<file path="config.mk">
export PLATFORM = sky130hd
export DESIGN_NAME = spi_cfg_sequencer
export DESIGN_NICKNAME = d
export VERILOG_FILES = /design/src/rtl/spi_cfg_sequencer.sv
export SDC_FILE = /design/constraint.sdc
export NUM_CORES = 1
export LEC_CHECK = 0
export CORE_MARGIN = 2
export CORE_UTILIZATION = 40
export DETAILED_ROUTE_END_ITERATION = 6
export HOLD_SLACK_MARGIN = 0.12
export SLEW_MARGIN = 10
export SYNTH_ARGS = -nofsm -noshare
export SYNTH_HDL_FRONTEND = slang
export SYNTH_SLANG_ARGS = --single-unit
</file>
<file path="constraint.sdc">
create_clock -name FSM_Clk -period 2.8 [get_ports FSM_Clk]
set_input_delay 0.42 -clock FSM_Clk [delete_from_list [all_inputs] [get_ports FSM_Clk]]
set_output_delay 0.42 -clock FSM_Clk [all_outputs]
set_load 0.005 [all_outputs]
</file>
<file path="src/rtl/spi_cfg_sequencer.sv">
// Walks a loadable (address, data) table through the shared SPI write engine and serves host single-register reads.
// Optional read-back compare after each write is compiled in when SPI_CFG_READBACK_VERIFY_EN is defined.
module spi_cfg_sequencer #(
    parameter int DEPTH   = 16,
    parameter int IDX_W   = 4,
    parameter int TIMEOUT = 4095
) (
    input  logic             FSM_Clk,
    input  logic             Reset,
    input  logic             Start,
    input  logic [IDX_W:0]   NumPairs,
    input  logic             TblWrEn,
    input  logic [IDX_W-1:0] TblWrIdx,
    input  logic [6:0]       TblWrAddr,
    input  logic [7:0]       TblWrData,
    input  logic             HostRdReq,
    input  logic [6:0]       HostRdAddr,
    output logic             HostRdAck,
    output logic [7:0]       HostRdData,
    output logic             WrStart,
    output logic [6:0]       WrAddr,
    output logic [7:0]       WrData,
    input  logic             WrDone,
    output logic             RdStart,
    output logic [6:0]       RdAddr,
    input  logic [7:0]       RdData,
    input  logic             RdDone,
    output logic             SpiSel,
    output logic             Busy,
    output logic             Done,
    output logic [7:0]       ErrCount,
    output logic             ErrFlag,
    output logic [3:0]       dbg_state
);
    localparam int CNT_W = $clog2(TIMEOUT + 1);

    typedef enum logic [3:0] {
        IDLE       = 4'd0,
        WR_ISSUE   = 4'd1,
        WR_WAIT    = 4'd2,
`ifdef SPI_CFG_READBACK_VERIFY_EN
        RB_ISSUE   = 4'd3,
        RB_WAIT    = 4'd4,
`endif
        NEXT       = 4'd5,
        HOST_ISSUE = 4'd6,
        HOST_WAIT  = 4'd7,
        FIN        = 4'd8
    } state_t;

    state_t           state, state_d;
    logic [IDX_W:0]   idx, idx_d, idx_inc, num_q, num_clamped;
    logic             pass_active, start_pass, err_inc, wait_st, timeout;
    logic [CNT_W-1:0] cnt;
    logic [7:0]       host_data_q;
    logic [6:0]       tbl_addr [DEPTH];
    logic [7:0]       tbl_data [DEPTH];

    assign idx_inc     = idx + 1'b1;
    assign num_clamped = (NumPairs > (IDX_W+1)'(DEPTH)) ? (IDX_W+1)'(DEPTH) : NumPairs;
    assign timeout     = (cnt == CNT_W'(TIMEOUT - 1));
    assign WrStart     = (state == WR_ISSUE);
`ifdef SPI_CFG_READBACK_VERIFY_EN
    assign RdStart     = (state == RB_ISSUE) || (state == HOST_ISSUE);
    assign wait_st     = (state == WR_WAIT) || (state == RB_WAIT) || (state == HOST_WAIT);
`else
    assign RdStart     = (state == HOST_ISSUE);
    assign wait_st     = (state == WR_WAIT) || (state == HOST_WAIT);
`endif
    assign Busy        = (state != IDLE);
    assign Done        = (state == FIN);
    assign dbg_state   = state;

    // Table has no reset; a load lands on the next edge regardless of FSM state.
    always_ff @(posedge FSM_Clk) begin
        if (TblWrEn) begin
            tbl_addr[TblWrIdx] <= TblWrAddr;
            tbl_data[TblWrIdx] <= TblWrData;
        end
    end

    always_ff @(posedge FSM_Clk or posedge Reset) begin
        if (Reset) state <= IDLE;
        else       state <= state_d;
    end

    always_comb begin
        state_d    = state;
        idx_d      = idx;
        start_pass = 1'b0;
        err_inc    = 1'b0;
        HostRdAck  = 1'b0;
        HostRdData = host_data_q;
        case (state)
            IDLE: begin
                if (HostRdReq) begin
                    state_d = HOST_ISSUE;
                end else if (Start) begin
                    start_pass = 1'b1;
                    idx_d      = '0;
                    state_d    = (num_clamped == '0) ? FIN : WR_ISSUE;
                end
            end
            WR_ISSUE: state_d = WR_WAIT;
            WR_WAIT: begin
                if (WrDone) begin
`ifdef SPI_CFG_READBACK_VERIFY_EN
                    state_d = RB_ISSUE;
`else
                    state_d = NEXT;
`endif
                end else if (timeout) begin
                    err_inc = 1'b1;
                    state_d = NEXT;
                end
            end
`ifdef SPI_CFG_READBACK_VERIFY_EN
            RB_ISSUE: state_d = RB_WAIT;
            RB_WAIT: begin
                // WrData still holds the entry as issued, immune to table reloads.
                if (RdDone) begin
                    err_inc = (RdData != WrData);
                    state_d = NEXT;
                end else if (timeout) begin
                    err_inc = 1'b1;
                    state_d = NEXT;
                end
            end
`endif
            NEXT: begin
                idx_d = idx_inc;
                if (HostRdReq)             state_d = HOST_ISSUE;
                else if (idx_inc == num_q) state_d = FIN;
                else                       state_d = WR_ISSUE;
            end
            HOST_ISSUE: state_d = HOST_WAIT;
            HOST_WAIT: begin
                if (RdDone || timeout) begin
                    HostRdAck  = 1'b1;
                    HostRdData = RdDone ? RdData : 8'hFF;
                    if (!pass_active)      state_d = IDLE;
                    else if (idx == num_q) state_d = FIN;
                    else                   state_d = WR_ISSUE;
                end
            end
            FIN:     state_d = IDLE;
            default: state_d = IDLE;
        endcase
    end

    always_ff @(posedge FSM_Clk or posedge Reset) begin
        if (Reset) begin
            idx         <= '0;
            num_q       <= '0;
            pass_active <= 1'b0;
            cnt         <= '0;
            WrAddr      <= '0;
            WrData      <= '0;
            RdAddr      <= '0;
            SpiSel      <= 1'b0;
            ErrCount    <= '0;
            ErrFlag     <= 1'b0;
            host_data_q <= '0;
        end else begin
            idx <= idx_d;
            if (start_pass) begin
                num_q       <= num_clamped;
                pass_active <= 1'b1;
                ErrCount    <= '0;
                ErrFlag     <= 1'b0;
            end else if (err_inc) begin
                if (ErrCount != 8'hFF) ErrCount <= ErrCount + 8'd1;
                ErrFlag <= 1'b1;
            end
            if (state == FIN) pass_active <= 1'b0;
            if (state_d != state) cnt <= '0;
            else if (wait_st)     cnt <= cnt + CNT_W'(1);
            // Issue-side registers load on entry to an ISSUE state and hold through the wait.
            if (state_d == WR_ISSUE && state != WR_ISSUE) begin
                WrAddr <= tbl_addr[idx_d[IDX_W-1:0]];
                WrData <= tbl_data[idx_d[IDX_W-1:0]];
                SpiSel <= 1'b0;
            end
`ifdef SPI_CFG_READBACK_VERIFY_EN
            if (state_d == RB_ISSUE && state != RB_ISSUE) begin
                RdAddr <= WrAddr;
                SpiSel <= 1'b1;
            end
`endif
            if (state_d == HOST_ISSUE && state != HOST_ISSUE) begin
                RdAddr <= HostRdAddr;
                SpiSel <= 1'b1;
            end
            if (HostRdAck) host_data_q <= HostRdData;
        end
    end
endmodule

</file>
; ---- After elaboration in Yosys (flattened, before gate mapping)
; Memory sizes are Yosys's and may differ from the RTL's. A register that Yosys moved wholly into a read port is not among the register bits.
; Index checks and enable logic that the tools add are counted.
[op_classes]
addsub = 3
n_lt_le_gt_ge = 1
n_eq_ne = 17
n_mux = 39
reduce_logical = 15
[ops]
columns = operator, n
row1 = $mux 8, 6
row2 = $mux 4, 10
row3 = $mux 12, 2
row4 = $pmux 4 s6, 1
row5 = $eq 4x3->1 const B, 4
row6 = $mux 1, 16
row7 = $mux 5, 3
row8 = $add 12x1->12 const B, 1
row9 = $eq 12x12->1 const B, 1
row10 = $reduce_bool 2->1, 6
row11 = $eq 5x5->1, 2
row12 = $pmux 5 s2, 1
row13 = $add 8x1->8 const B, 1
row14 = $eq 4x1->1 const B, 2
row15 = $ne 8x8->1 const B, 1
row16 = $add 5x1->5 const B, 1
row17 = $gt 5x5->1 const B, 1
row18 = $logic_not 5->1, 1
row19 = $eq 4x2->1 const B, 1
row20 = $eq 4x4->1 const B, 1
row21 = $logic_not 4->1, 1
row22 = $ne 2x2->1 const B, 2
row23 = $ne 4x1->1 const B, 1
row24 = $ne 4x3->1 const B, 1
row25 = 6 further kinds, 8
[word_totals]
register_bits = 52
mem_bits_rw = 240
inputBits = 46
output_inout_bits = 49
n_memories = 2
[memory_table]
columns = name, depth, word_bits, rd, rd_clocked_by_memory_dff, wr, line
row1 = tbl_data, 16, 8, 1, 1, 1, 57  ; logic [7:0] tbl_data [DEPTH];
row2 = tbl_addr, 16, 7, 1, 1, 1, 56  ; logic [6:0] tbl_addr [DEPTH];

; ---- Depth between registers and ports, before layout
; Gate-level depths: netlist of the first run.
[logic_depth]
ltp_word = 11
depth_mapped = 11
depth_no_buf = 9

; ---- Worst setup path after synthesis of the first run
; No wires, ideal clock.
[synth_timing]
kind = input-to-reg
startpoint = input TblWrIdx[3]
endpoint = memory tbl_addr[0][0] (enable)
setup_ns = 0.406
arrival_ns = 1.999
required_ns = 2.394
setup_slack_ns = 0.395
stages = 2
path_buffers = 0
cell_sequence = or3b_2 > nor3_1
[synth_rtl]
columns = element, line
row1 = start: declaration, 13  ; input logic [IDX_W-1:0] TblWrIdx,
row2 = end: declaration, 56
; No word-level cell before the write port.

; ---- Final worst setup path of the first run
[layout_timing]
startpoint = register cnt[0]
endpoint = output HostRdData[6]
[layout_via]
elab_chain_len = 4
[layout_lines]
columns = element, line
row1 = start: declaration, 54  ; logic [CNT_W-1:0] cnt;
row2 = start signal: assignment, 177  ; else if (wait_st) cnt <= cnt + CNT_W'(1);
row3 = $eq 12x12->1, 61  ; assign timeout = (cnt == CNT_W'(TIMEOUT - 1));
row4 = $logic_or 1x1->1, 138  ; if (RdDone || timeout) begin
row5 = $mux 8, 138
row6 = $mux 8, 94  ; case (state)
row7 = end: declaration, 19  ; output logic [7:0] HostRdData,
; No other way between the ends.

==> results of run 1 <==
## critical path, delay by kind of cell (launching register included)
kind	cells	cell delay, ns
and+or+nand+nor	2	0.21
DFF	1	0.34
buffers and inverters	4	0.57
adders and majority gates	1	0.18
AOI/OAI and AO/OA	2	0.40
## per-layer routing
| metal | share of wire, % | vias up |
|---|---|---|
| li1 | - | 3930 |
| met3 | 5.5 | 39 |
| met1 | 46 | 4116 |
| met5 | 0.044 | - |
| met4 | 1.7 | 2 |
| met2 | 46 | 250 |
## kinds of logic after synthesis
group,Yosys count
adders and majority gates,4
DFF,307
muxes,46
xor gates and xnor gates,29
and+or+nand+nor,348
AOI/OAI and AO/OA,162
buffers and inverters,59
## report_power, final
| part | internal [W] | switching, W | leakage [nW] | total, W |
|---|---|---|---|---|
| clock network | 0.00265 | 0.00179 | 0.540 | 0.00444 |
| logic | 0.00281 | 0.00350 | 2.37 | 0.00631 |
| registers | 0.00535 | 0.000310 | 2.99 | 0.00566 |
| total | 0.0108 | 0.00560 | 5.91 | 0.0164 |
## final timing paths
kind | slack (ns) | to | depth (start not counted) | startpoint
setup / recovery | 0.18 | HostRdData[6] | 9 | cnt[0]
hold / removal | 0.23 | WrData[1] | 2 | Reset
setup reg to reg | 0.18 | WrData[3] | 8 | dbg_state[1]
hold reg to reg | 0.49 | host_data_q[3] | 1 | host_data_q[3]
max in group asynchronous | 1.95 | dbg_state[3] | 3 | Reset
min in group FSM_Clk | 0.49 | host_data_q[3] | 1 | host_data_q[3]
## area by class of cell
type	count	area share, %
clock buffer	50	5.867
timing repair buffer	176	10.44
inverter	11	0.2805
multi-input combinational	590	23.86
clock inverter	13	1.083
tap	402	3.132
sequential	307	55.34
## cells in the final DEF (no fill, tap or decap), types with 26 or more instances in the layout
master,synthesis,routed
nand3_1,26,26
nor2_1,127,127
a31oi_1,39,39
buf_4,5,70
dfrtp_1,67,64
clkdlybuf4s50_1,0,85
mux2i_1,39,39
clkbuf_16,0,35
nand2_1,118,117
edfxtp_1,240,240
## repair_timing
action,in CTS,in global routing
setup endpoints to repair,9,20
pin swaps,2,2
resized for setup,13,10
setup buffers,11,5
gates cloned,1,1
## sequential cells by signal, indices dropped and copies added, names as in the netlist
signal       cells
RdAddr           7
pass_active      1
ErrCount         8
tbl_data       128
host_data_q      8
tbl_addr       112
ErrFlag          1
dbg_state        4
idx              5
SpiSel           1
WrAddr           7
cnt             12
num_q            5
WrData           8
## stage by stage
stage / cells / utilization (%)
after global placement: 1467 / 46.51
after CTS: 1543 / 50.37
after detailed placement: 1468 / 46.54
final: 1549 / 50.63
after floorplan: 955 / -
after global routing: 1549 / 50.63
==> results.txt, run 1 <==
Global routing met3 resource utilization = 2.853%
Antenna violations before repair = 1
Xor and xnor area share after synthesis = 1.962%
Measured slew at the worst slew-check pin = 0.8152 ns
Tightest hold margin = 0.2276 ns
Number of buffers added to fix hold violations after cts = 0
Final clock skew = 0.01873 ns
Share of layout cells above drive strength 1 = 17.09%
Status = completed
Clock transition at path regs = 0.06 ns
Area used by multi-input combinational logic = 3831 sq um
Initial core utilization = 40.81%
Total placed instance area = 14,760 sq um
Fraction of met1 tracks used by global routing = 25.31%
Synthesized net count = 1,005
Area growth from synthesis to final layout = 24.07%
Maximum clock frequency = 381.0 MHz
Share of the synthesized area in compound gates (AO/OA/AOI/OAI) = 9.870%
Global-route wire length before repair = 46,620 um
Cells after synthesis = 955
Period utilisation layout = 93.75%
Number of antenna-violating nets in the routed design = 0
Sequential fraction of the synthesis area = 68.63%
Pre-antenna DRT Iters = 5
Most common cell in the netlist = edfxtp_1
Global router's overall resource usage = 17.76%
Met2 Track Usage GR = 28.42%
Total clock sinks = 307
DP Worst Slack = -0.02766 ns
Worst endpoint data arrival time = 2.20 ns
Power density of the placed cells = 1022 nW/um^2
TritonCTS buffer count = 35
Min cycle time layout = 2.625 ns
Detailed-placement wirelength estimate = 18,000 um
Number of warnings reported in the yosys synthesis log = 0
Worst setup margin = 0.1751 ns
Peak supply drop = 551.1 uV
Number of register bits inferred by synthesis = 307
Simple-Gate Fraction of Synth Area = 12.86%
Synth area leaders = edfxtp_1, dfrtp_1, nor2_1, nand2_1, mux2i_1
Dominant register cell in the synthesized netlist = edfxtp_1
Number of inserted diodes = 0
Final WL = 29,790 um
Number of pins exceeding their max-slew limit in the final report = 0
Residual DRC = 0
Count of endpoints failing hold in the final timing report = 0
Classification of the worst setup path = reg -> out
Sequential Area = 8887 sq um
Kind of start point of the critical path = flip-flop
CTS tree = yes
Number of maximum-capacitance violations = 0
Routed via count divided by cell count = 5.382
Leakage power of the design = 5.906 nW
Endpoint type of the worst setup path = output port
EDFF count, synth = 240
Cell at the slowest stage of the critical path = dfrtp_1
Total number of H-tree levels = 2
Count of vias placed by the detailed router = 8,337
Multiplexer share of the synthesized area = 3.828%
Setup violators final = 0
Area share of the leading cell type in the synthesized netlist = 55.68%
RSZ-0062 raised after global routing = false
Highest-utilization routing layer at the global route stage = met2
Delay of the slowest cell on the worst path = 0.34 ns
Async set-reset flop share out of synthesis = 21.82%
Setup Total Neg Slack = 0 ns
Number of cell rows = 65
Clock Latency Late Sink = 0.52 ns
Post-synth design cell area = 12,940 sq um
Die width = 183.9 um
Fillers = 2,698
Relative max-transition margin = 45.47%
Largest net degree at the start of global routing = 48
IO Port Bufs = 94
WL/cell = 19.23 um
Mean cell area of the mapped netlist = 13.55 sq um
Vert. Die Dim = 183.9 um
Cell variety after synth = 69
Nets = 1,171
Cell taking the most area after synthesis = edfxtp_1
Vias in the first global route = 8,203
Sum of overflow across all layers after global routing = 0
Clock buffer depth = 3
Cell-by-cell listing of the critical path = inv_1 > ha_1 > and2_4 > a41oi_4 > nor3_4 > buf_6 > buf_4 > o22a_1 > dlygate4sd2_1
Combinational family with the most area after synthesis = simple AND/OR/NAND/NOR gates
Largest fanout on the critical path = 6
Final total power = 0.01641 W
Number of DRC markers in iteration 0 = 691
Std-Cell Core Area = 31,720 sq um
I/O pin count = 95
Gpl congestion = 0.8095
Area of the die = 33,810 sq um
Adder-Cell Fraction of Synth Area = 0.3867%
Path type of the worst min-delay path = in -> async
Most frequent cells after synthesis = edfxtp_1, nor2_1, nand2_1, dfrtp_1
Root buffer cell = clkbuf_16
Post-route cell area = 16,060 sq um
CP Data Required Time = 2.38 ns
Note: power is estimated with default switching activity, not from simulation.
==> inputs of run 2 (changes only) <==
- DONT_BUFFER_PORTS: default -> 1
- MAX_ROUTING_LAYER: default -> met4
- SKIP_LAST_GASP: default -> 1
==> run 2 against run 1 <==
Against the previous run:
- largest power group is now registers
- final cell count is 5.7% lower
- utilization down 2.7 points
- maximum frequency is 1.8% higher
==> results.txt, run 2 (synthesized netlist as in run 1, its figures left out) <==
Status = completed
Endpoint type of the worst setup path = flip-flop
Cell depth of the worst hold path = 2
Final clock skew = 0.02457 ns
Internal Pwr Total = 0.01009 W
Detailed-placement wirelength estimate = 18,220 um
Register-to-Register Setup Slack = 0.22 ns
Clock buffer depth = 3
TritonCTS buffer count = 34
Placed instance count = 1,364
Nets = 1,085
Sw Share = 34.98%
Clock transition at path regs = 0.06 ns
Total number of H-tree levels = 2
Cell-by-cell listing of the critical path = buf_4 > nor4_4 > inv_2 > o21ai_1 > o21bai_1 > o41ai_4 > buf_4 > a31oi_1 > nand4_1 > a31oi_1
I/O pin count = 95
Setup Total Neg Slack = 0 ns
Number of maximum-capacitance violations = 0
Gpl congestion = 0.7900
Measured slew at the worst slew-check pin = 1.274 ns
Path type of the worst min-delay path = in -> reg
Power density of the placed cells = 1022 nW/um^2
IO Port Bufs = 0
Total clock sinks = 307
Post-CTS setup buffers = 0
Kind of start point of the critical path = flip-flop
Share of power burned in registers = 36.7%
Sum of overflow across all layers after global routing = 0
Area growth from synthesis to final layout = 17.35%
RSZ-0062 raised after global routing = false
Maximum clock frequency = 387.7 MHz
Number of cell rows = 65
Cell at the slowest stage of the critical path = dfrtp_1
Most frequent cells in the layout = edfxtp_1, nor2_1, nand2_1, dfrtp_1, buf_4
Pre-antenna DRT Iters = 5
Number of inserted diodes = 0
Leakage power of the design = 5.494 nW
DP Worst Slack = 0.2099 ns
Final WL = 30,660 um
Flip-flop count of the largest register after layout = 128
Share of layout cells above drive strength 1 = 15.69%
Worst Reg-to-Reg Cells = 10
Cell class contributing the biggest share of worst-path delay = compound AO/OA/AOI/OAI gates
Most common cell after layout, fill and taps aside = edfxtp_1
Worst endpoint data arrival time = 3.00 ns
Fin util = 47.89%
CTS tree = yes
Hold EP = dbg_state[3]
Origin of the critical flop-to-flop path = dbg_state[2]
Min cycle time layout = 2.579 ns
Peak supply drop = 751.0 uV
Final Non-Filler Cells = 1,460
Residual DRC = 0
Register with the most flip-flops = tbl_data
Count of endpoints failing hold in the final timing report = 0
Global-route wire length before repair = 46,550 um
Post-route cell area = 15,190 sq um
Std-Cell Core Area = 31,720 sq um
Area of the die = 33,810 sq um
Largest net degree at the start of global routing = 58
CP Data Required Time = 3.22 ns
Count of vias placed by the detailed router = 7,997
Setup violators final = 0
Largest fanout on the critical path = 13
Number of pins exceeding their max-slew limit in the final report = 0
Combinational Power Share = 35.5%
Relative max-transition margin = 15.08%
Antenna violations before repair = 0
Period utilisation layout = 92.12%
Vias in the first global route = 7,904
Initial core utilization = 40.81%
Net Sw Power = 0.005431 W
Vert. Die Dim = 183.9 um
Number of DRC markers in iteration 0 = 593
Min-Delay Startpoint = HostRdReq
Number of antenna-violating nets in the routed design = 0
Clock Latency Late Sink = 0.52 ns
WL/cell = 21.00 um
Delay of the slowest cell on the worst path = 0.38 ns
Total placed instance area = 13,730 sq um
Registers with the most flip-flops = tbl_data: 128 flops, tbl_addr: 112 flops, cnt: 12 flops
Worst setup margin = 0.2208 ns
End of the worst register-to-register path = WrAddr[3]
Root buffer cell = clkbuf_16
Classification of the worst setup path = reg -> reg
Die width = 183.9 um
Routed via count divided by cell count = 5.477
Global router's overall resource usage = 18.72%
Worst path buffer plus inverter count = 3
Share of total power in the clock network = 27.9%
## run 2: cell types whose count changed in the layout (fill, tap and decap cells not counted), sizes merged
cell / delta
inv: -3
clkbuf: -4
bufinv: -1
dlymetal6s2s: -3
dlygate4sd2: -5
buf: -27
clkdlybuf4s50: -85
a21boi: -1
clkinv: +3
dlygate4sd3: +37
## run 2: per-stage QoR
step | power, W | hold slack [ns]
global route | 0.01639 | 0.1587
detailed placement | 0.01122 | 0.4186
floorplan | 0.009595 | 0.4577
finish | 0.01552 | 0.1666
CTS | 0.01567 | 0.1429
global placement | 0.01118 | 0.4204
## run 2: routing by layer
layer  vias to the layer above  GRT usage (%)  share of wire, %
li1                       3743              -                 -
met1                      3965          24.62                44
met5                         -              -                 0
met3                        37          4.002               7.1
met2                       252          29.92                47
met4                         0          4.288               1.5
## run 2: worst max-delay path by stage
stage | cells past startpoint | endpoint | from
3_5_place_dp | 7 | WrAddr[6] | dbg_state[3]
2_1_floorplan | 2 | tbl_addr[0][0] | TblWrIdx[3]
5_1_grt | 10 | WrAddr[3] | dbg_state[2]
4_1_cts | 5 | HostRdData[2] | dbg_state[2]
6_report | 10 | WrAddr[3] | dbg_state[2]
3_3_place_gp | 7 | WrAddr[4] | dbg_state[3]
## run 2: power groups by stage
stage	clock [W]	sequential [W]	combinational (W)
floorplan	0	0.00568	0.00392
global placement	0	0.00578	0.00540
detailed placement	0	0.00579	0.00542
CTS	0.00442	0.00570	0.00554
global route	0.00461	0.00575	0.00603
finish	0.00432	0.00569	0.00551
## run 2: area by class of cell
cell class                 count  area [sq um]
tap                          402         503.0
fill                        2804         16530
sequential                   307          8884
clock inverter                12         133.9
multi-input combinational    589          3804
inverter                      11         45.04
clock buffer                  47         949.7
timing repair buffer          92         870.8
## run 2: timing repair
| item | 4_1_cts | 5_1_grt |
|---|---|---|
| endpoints found under the setup margin | 0 | 8 |
| hold buffers | 37 | 0 |
| endpoints found under the hold margin | 292 | 0 |
| resized for setup | 0 | 1 |
==> inputs of run 3 (changes only) <==
- CELL_PAD_IN_SITES_DETAIL_PLACEMENT: default -> 1
- CELL_PAD_IN_SITES_GLOBAL_PLACEMENT: default -> 2
- CORE_UTILIZATION: 40 -> 25
- PLACE_DENSITY_LB_ADDON: default -> 0.1
- clock period: 2.8 -> 2.85 ns (I/O delays scaled with it)
==> run 3 against run 2 <==
Against the previous run:
- register-to-register slack better by 0.05 ns
- hold slack better by 0.013 ns
- final cell count is 20% higher
- design area is 4.4% higher
- critical path depth is 3 lower
- clock skew is 0.0040 ns higher
- sequential share of layout area is 2.4 points lower
- total power is 6.4% higher
- critical path type is now reg -> out
- critical endpoint is now HostRdData[7]
- largest power group unchanged
==> results.txt, run 3 (synthesized netlist as in run 1, its figures left out) <==
Pre-antenna DRT Iters = 4
Clock transition at path regs = 0.06 ns
Final clock skew = 0.02860 ns
Initial core utilization = 25.23%
Period utilisation layout = 93.76%
Power density of the placed cells = 1042 nW/um^2
TritonCTS buffer count = 39
Min cycle time layout = 2.672 ns
Peak supply drop = 401.2 uV
Clock Latency Late Sink = 0.58 ns
Share of layout cells above drive strength 1 = 17.31%
Global-route wire length before repair = 58,220 um
Number of DRC markers in iteration 0 = 458
Antenna violations before repair = 1
Origin of the critical flop-to-flop path = dbg_state[3]
Fillers = 5,491
WL/cell = 22.22 um
Residual DRC = 0
Clock buffer depth = 3
Classification of the worst setup path = reg -> out
Status = completed
CTS tree = yes
Delay of the slowest cell on the worst path = 0.43 ns
Kind of start point of the critical path = flip-flop
Post-route cell area = 15,850 sq um
Endpoint type of the worst setup path = output port
Setup violators final = 0
Vias in the first global route = 8,549
Detailed-placement wirelength estimate = 22,940 um
CP Data Required Time = 2.42 ns
Gpl congestion = 0.7133
Total clock sinks = 307
Maximum clock frequency = 374.2 MHz
RSZ-0062 raised after global routing = false
Total placed instance area = 14,080 sq um
Worst endpoint data arrival time = 2.24 ns
Worst setup margin = 0.1777 ns
Largest net degree at the start of global routing = 45
Worst Reg-to-Reg Cells = 9
Cell at the slowest stage of the critical path = dfrtp_1
Nets = 1,088
Sum of overflow across all layers after global routing = 0
Register-to-Register Setup Slack = 0.27 ns
Register with the most flip-flops = tbl_data
Count of endpoints failing hold in the final timing report = 0
Path type of the worst min-delay path = in -> reg
Min-Delay Startpoint = RdDone
Number of cell rows = 83
Post-CTS setup buffers = 0
Vert. Die Dim = 231.5 um
Die width = 231.5 um
Std-Cell Core Area = 51,300 sq um
Registers with the most flip-flops = tbl_data: 128 flops, tbl_addr: 112 flops, cnt: 12 flops
Count of vias placed by the detailed router = 8,045
Area of the die = 53,610 sq um
Number of antenna-violating nets in the routed design = 0
Number of maximum-capacitance violations = 0
Critical Path Start = cnt[0]
Largest fanout on the critical path = 17
Most frequent cells in the layout = edfxtp_1, nand2_1, nor2_1, dfrtp_1, buf_4
Sequential Area = 8884 sq um
DP Worst Slack = 0.2224 ns
Measured slew at the worst slew-check pin = 0.6830 ns
Global router's overall resource usage = 15.15%
Final WL = 38,890 um
IO Port Bufs = 0
Area growth from synthesis to final layout = 22.47%
Routed via count divided by cell count = 4.597
I/O pin count = 95
Cell depth of the worst hold path = 3
Relative max-transition margin = 54.32%
Flip-flop count of the largest register after layout = 128
Total number of H-tree levels = 2
Most common cell after layout, fill and taps aside = edfxtp_1
Number of pins exceeding their max-slew limit in the final report = 0
Leakage power of the design = 5.609 nW
Setup Total Neg Slack = 0 ns
Root buffer cell = clkbuf_16
Area used by multi-input combinational logic = 3835 sq um
Cell-by-cell listing of the critical path = inv_1 > ha_1 > and2_1 > a41oi_4 > nor3_4 > buf_6 > o22a_1
-- run 3: cell types whose count changed in the layout (fill, tap and decap cells not counted), moves of 2 or more --
| cell | previous run | this run |
|---|---|---|
| buf_4 | 48 | 43 |
| bufinv_16 | 2 | 6 |
| clkbuf_16 | 34 | 39 |
| clkinv_1 | 2 | 4 |
| clkinv_2 | 7 | 5 |
| clkinvlp_4 | 0 | 3 |
| dlygate4sd3_1 | 37 | 39 |
| nor2_1 | 127 | 115 |
| nor2_2 | 10 | 22 |
-- run 3: metal layers --
metal | GRT usage (%) | wire [um]
met5 | - | 0
met4 | 3.486 | 642
met3 | 3.076 | 1693
met2 | 25.27 | 19020
met1 | 18.93 | 17520
-- run 3: stage by stage --
step | cells | util [%] | hold WS, ns | power (W)
finish | 1750 | 30.90 | 0.1794 | 0.01652
floorplan | 955 | - | 0.4577 | 0.009426
detailed placement | 1638 | 27.44 | 0.4177 | 0.01140
global placement | 1638 | 27.44 | 0.4162 | 0.01137
global route | 1750 | 30.90 | 0.1737 | 0.01755
CTS | 1749 | 30.89 | 0.1404 | 0.01691
-- run 3: critical path: cells and delay by family, from the launching register on --
family,cells,cell delay [ns]
compound gates,2,0.36
buf+inv,2,0.30
flops,1,0.43
simple gates,2,0.44
fa+ha+maj,1,0.14
-- run 3: final timing paths --
| kind | to |
|---|---|
| min in group asynchronous | WrAddr[4] |
| max reg2reg | WrAddr[0] |
| max in group asynchronous | num_q[1] |
| min reg2reg | host_data_q[1] |
| max | HostRdData[7] |
| min | dbg_state[1] |
-- run 3: power breakdown --
part / leakage [nW] / internal (W) / switching [W] / total, W
registers: 3.00 / 0.00525 / 0.000358 / 0.00561
clock network: 0.663 / 0.00325 / 0.00205 / 0.00530
logic: 1.95 / 0.00213 / 0.00347 / 0.00561
total: 5.61 / 0.0106 / 0.00588 / 0.0165
-- run 3: layout make-up --
cell class | instances | area share [%]
Multi-Input combinational cell | 589 | 24.19
Clock inverter | 20 | 1.807
Antenna cell | 1 | 0.01579
Inverter | 11 | 0.2841
Tap cell | 680 | 5.367
Sequential cell | 307 | 56.04
Timing Repair Buffer | 90 | 5.454
Clock buffer | 52 | 6.843
-- run 3: repair_timing --
action                     4_1_cts  5_1_grt
gates resized for setup          1        1
setup endpoints to repair        8        8
hold buffers                    39        0
hold endpoints to repair       287        0
